===== src/rtl/instr_sequencer.sv =====
// instr_sequencer
//   Host-fed instruction FIFO in front of a two-state issue engine.
//   Each cycle in RUN the FIFO head is popped into a registered
//   instruction output. A compute opcode (00001 / 00010) sends the engine
//   into STALL for COMPUTE_CYCLES NOP cycles before the next issue.
//
// Ports
//   clk          rising-edge clock
//   rst          asynchronous active-low reset
//   host_instr   64-bit instruction word from host
//   host_valid   host_instr valid this cycle
//   host_ready   FIFO can accept a word this cycle
//   flush        synchronous discard of queued and pending work
//   instruction  registered word to controller (opcode [4:0], addr [10:5], data [42:11])
//   issue_valid  instruction carries a popped word
//   busy         engine is in STALL
//   fifo_count   current FIFO occupancy
module instr_sequencer #(
  parameter int DEPTH          = 8,
  parameter int COMPUTE_CYCLES = 10
) (
  input  logic                     clk,
  input  logic                     rst,
  input  logic [63:0]              host_instr,
  input  logic                     host_valid,
  output logic                     host_ready,
  input  logic                     flush,
  output logic [63:0]              instruction,
  output logic                     issue_valid,
  output logic                     busy,
  output logic [$clog2(DEPTH):0]   fifo_count
);

  localparam int AW = $clog2(DEPTH);
  localparam int CW = AW + 1;
  localparam int SW = $clog2(COMPUTE_CYCLES) + 1;
  localparam logic [CW-1:0] FULL       = CW'(DEPTH);
  localparam logic [SW-1:0] STALL_LOAD = SW'(COMPUTE_CYCLES - 1);

  typedef enum logic {RUN, STALL} state_e;

  logic [63:0]   mem_q [DEPTH];
  logic [AW-1:0] wr_ptr_q, wr_ptr_d;
  logic [AW-1:0] rd_ptr_q, rd_ptr_d;
  logic [CW-1:0] count_q, count_d;
  state_e        state_q, state_d;
  logic [SW-1:0] stall_cnt_q, stall_cnt_d;
  logic [63:0]   instr_q, instr_d;
  logic          valid_q, valid_d;

  logic          push, pop, head_compute;
  logic [63:0]   head;

  // rst is folded in so the host sees not-ready while reset is held.
  assign host_ready   = rst && !flush && (count_q != FULL);
  assign push         = host_valid && host_ready;
  // A word pushed this edge is not yet counted, so it can pop next edge at the earliest.
  assign pop          = (state_q == RUN) && (count_q != '0) && !flush;
  assign head         = mem_q[rd_ptr_q];
  assign head_compute = (head[4:0] == 5'b00001) || (head[4:0] == 5'b00010);

  assign instruction  = instr_q;
  assign issue_valid  = valid_q;
  assign busy         = (state_q == STALL);
  assign fifo_count   = count_q;

  always_comb begin
    wr_ptr_d    = wr_ptr_q;
    rd_ptr_d    = rd_ptr_q;
    count_d     = count_q;
    state_d     = state_q;
    stall_cnt_d = stall_cnt_q;
    instr_d     = '0;
    valid_d     = 1'b0;
    if (flush) begin
      wr_ptr_d    = '0;
      rd_ptr_d    = '0;
      count_d     = '0;
      state_d     = RUN;
      stall_cnt_d = '0;
    end else begin
      if (push) wr_ptr_d = wr_ptr_q + AW'(1);
      if (pop) begin
        rd_ptr_d = rd_ptr_q + AW'(1);
        instr_d  = head;
        valid_d  = 1'b1;
        if (head_compute) begin
          state_d     = STALL;
          stall_cnt_d = STALL_LOAD;
        end
      end
      if (push && !pop)      count_d = count_q + CW'(1);
      else if (pop && !push) count_d = count_q - CW'(1);
      if (state_q == STALL) begin
        if (stall_cnt_q == '0) state_d     = RUN;
        else                   stall_cnt_d = stall_cnt_q - SW'(1);
      end
    end
  end

  always_ff @(posedge clk or negedge rst) begin
    if (!rst) begin
      wr_ptr_q    <= '0;
      rd_ptr_q    <= '0;
      count_q     <= '0;
      state_q     <= RUN;
      stall_cnt_q <= '0;
      instr_q     <= '0;
      valid_q     <= 1'b0;
    end else begin
      wr_ptr_q    <= wr_ptr_d;
      rd_ptr_q    <= rd_ptr_d;
      count_q     <= count_d;
      state_q     <= state_d;
      stall_cnt_q <= stall_cnt_d;
      instr_q     <= instr_d;
      valid_q     <= valid_d;
    end
  end

  // Storage needs no reset: pointers and count decide what is live.
  always_ff @(posedge clk) begin
    if (push) mem_q[wr_ptr_q] <= host_instr;
  end

endmodule


===== config.mk =====
export PLATFORM = sky130hd
export DESIGN_NAME = instr_sequencer
export DESIGN_NICKNAME = d
export VERILOG_FILES = /design/src/rtl/instr_sequencer.sv
export SDC_FILE = /design/constraint.sdc
export NUM_CORES = 1
export LEC_CHECK = 0
export CORE_AREA = 3 3 239 241
export CTS_CLUSTER_SIZE = 20
export DETAILED_ROUTE_END_ITERATION = 10
export DIE_AREA = 0 0 242 244
export DONT_BUFFER_PORTS = 1
export GPL_TIMING_DRIVEN = 0
export SYNTH_ARGS = -nofsm -noshare
export SYNTH_HDL_FRONTEND = slang
export SYNTH_SLANG_ARGS = --single-unit
export TNS_END_PERCENT = 5

===== constraint.sdc =====
create_clock -name clk -period 11.25 [get_ports clk]
set_input_delay 1.125 -clock clk [delete_from_list [all_inputs] [get_ports clk]]
set_output_delay 1.125 -clock clk [all_outputs]
set_load 0.01 [all_outputs]

==> results.json <==
{
  "max_freq_mhz": 295,
  "cts_buffer_depth": 3,
  "synth-xor-area-share": 0.00318,
  "dieArea_um2": 59000,
  "synth_ff_type": "edfxtp_1",
  "route.detailed.drc": 0,
  "ys_ff_latch": 593,
  "crit_path_start": "flush",
  "viasPerCell": 5.15,
  "ys_seq_area_frac": 0.790,
  "fin_area_um2": 25600,
  "power.total_mw": 5.54,
  "synth_area_um2": 22000,
  "drv_slew": 0,
  "numCtsBuffers": 59,
  "grt_pass1_wl_um": 70200,
  "grt_util_all_layers": 0.160,
  "drt_wl_total_um": 46400,
  "min_path_type": "in2async",
  "synth_area_leaders": "edfxtp_1, mux4_2, dfrtp_1",
  "place_congestion": 0.730,
  "r2r_end": "mem_q[2][24]",
  "syn_to_final_growth_pct": 16.4,
  "place_area_um2": 23700,
  "whs_ns": 0.220,
  "syn-num-nets": 1058,
  "path_clk_slew_ns": 0.06,
  "reg2regPathDepth": 7,
  "drv_cap": 0,
  "drtPass1Iterations": 5,
  "path_class": "in2reg",
  "cts_tree": "done",
  "cp_max_fo": 10,
  "cts_resized": 0,
  "synthSimpleGateAreaFrac": 0.0208,
  "synthAdderAreaFrac": 0.00375,
  "hold_viol": 0,
  "worstPathArrival_ns": 3.69,
  "ys_async_sr_fraction": 0.137,
  "p_leak_nw": 8.37,
  "netlist_instances": 984,
  "clock_skew_ns": 0.0203,
  "wl_per_cell_um": 24.3,
  "die-height_um": 244,
  "num_rows": 86,
  "synth_area_leader_cell": "edfxtp_1",
  "fillers": 4604,
  "crit_path_end_kind": "flip-flop",
  "required_ns": 11.56,
  "yosys-mux-area-fraction": 0.163,
  "hold_buffers": 0,
  "synth_edf_count": 512,
  "clock-sinks": 593,
  "finalSetupViolations": 0,
  "crit_path_start_kind": "primary input",
  "rsz0062_at_grt": "false",
  "root_buffer": "clkbuf_16",
  "clock_insertion_delay_worst_skew_ns": 0.61,
  "synth_commonest_cells": "edfxtp_1, mux4_2, dfrtp_1, nor2_1, mux2i_1",
  "place_ws_ns": 7.23,
  "fin_ws_ns": 7.86,
  "grt_max_degree": 83,
  "vias": 9852,
  "io_buffer_count": 0,
  "overflow": 0,
  "finalNetCount": 1189,
  "cts_setup_buffers": 0,
  "grt_antenna_before_repair": 1,
  "synth_top_family_by_area": "multiplexers",
  "finalCriticalPeriod_ns": 3.39,
  "fp.dieW_um": 242,
  "reg2reg_from": "fifo_count[3]",
  "drt_iter0_markers": 647,
  "dp_hpwl_um": 30700,
  "syn_area_per_cell_um2": 22.4,
  "grt_pass1_vias": 10700,
  "synth_compound_area_frac": 0.00824,
  "yosysMostFrequentCell": "edfxtp_1",
  "worst_slew_pin_slew_ns": 1.10,
  "start_util": 0.400,
  "postRouteAntennaNets": 0,
  "h-tree-depth": 2,
  "status": "finished, final reports clean",
  "p_per_area_nw_per_um2": 216,
  "ff2ff_setup_slack_ns": 8.11,
  "yosysWarningCount": 0,
  "core_um2": 55100,
  "synth.top_cell.area_share": 0.698,
  "min_period_over_period": 0.301,
  "vdd_ir_drop_max_v": 0.000106,
  "slew_headroom": 0.258,
  "drive_gt1_frac": 0.279,
  "crit_end": "mem_q[2][24]",
  "ios": 139,
  "ys_types": 44
}
==> stage by stage <==
step,util,instances,setup TNS (ns)
after floorplan,-,984,0
after global placement,0.417,1732,-1283.20
after detailed placement,0.431,1802,0
after CTS,0.465,1911,0
after global routing,0.465,1911,0
final,0.465,1912,0
==> layout by cell type, fill, tap and decap left out, drive strengths merged, types with 4 or more instances in the layout <==
cell | synthesis | final
clkbuf | 15 | 91
clkinv | 0 | 21
ha | 5 | 5
mux4 | 128 | 128
inv | 8 | 11
buf | 32 | 102
nand2 | 8 | 8
xnor2 | 5 | 5
edfxtp | 512 | 512
nor2 | 73 | 73
mux2i | 65 | 65
bufinv | 0 | 4
clkinvlp | 0 | 5
a21oi | 8 | 8
dfrtp | 81 | 81
nor3 | 5 | 5
==> metal layers <==
layer / global-route usage / vias to the layer above / routed length [um]
met5: 0 / - / 0
met4: 0.0385 / 0 / 847
met3: 0.0491 / 62 / 3270
met2: 0.252 / 235 / 21900
met1: 0.220 / 5281 / 20400
li1: - / 4274 / -
==> logic make-up after synthesis <==
family	after synthesis
adder cells (fa/ha/maj)	6
multiplexers	194
AND/OR/NAND/NOR	102
buffers and inverters	55
XOR/XNOR	8
AO/OA/AOI/OAI	26
flip-flops	593
==> worst max-delay path: stages <==
cell and delay [ns]:
clkbuf_1 0.19, nor2b_1 0.26, nand3_1 0.36, nor4b_2 0.86, buf_4 0.31, buf_4 0.20, buf_4 0.18, buf_4 0.19
==> state kept, by name, summed over array words and instances, names as in the netlist <==
signal / flops
mem_q: 512
busy: 1
instruction: 64
stall_cnt_q: 5
issue_valid: 1
fifo_count: 4
wr_ptr_q: 3
rd_ptr_q: 3
==> power by group <==
part | switching [mW] | leakage [nW] | internal, mW
registers | 0.105 | 5.69 | 2.50
clock network | 0.810 | 0.924 | 1.10
logic | 0.534 | 1.76 | 0.490
==> cell type report <==
type	count	area, um2	area share
flip-flops and latches	593	17400	0.679
multi-input cells	336	4420	0.172
clock buffers	76	1610	0.0628
well taps	748	936	0.0365
repair buffers	70	721	0.0281
clock inverters	33	287	0.0112
plain buffers	47	216	0.00845
inverters	8	30.0	0.00117
diodes	1	2.50	0.0000977
==> worst min path at each step <==
stage                   startpoint               to  slack, ns
floorplan           stall_cnt_q[4]   stall_cnt_q[4]       0.51
global placement    stall_cnt_q[4]   stall_cnt_q[4]       0.53
global route                   rst  instruction[11]       0.17
CTS                            rst  instruction[30]       0.17
detailed placement  stall_cnt_q[4]   stall_cnt_q[4]       0.55
finish                         rst  instruction[11]       0.22
No activity file was read; power rests on OpenSTA's default activity.
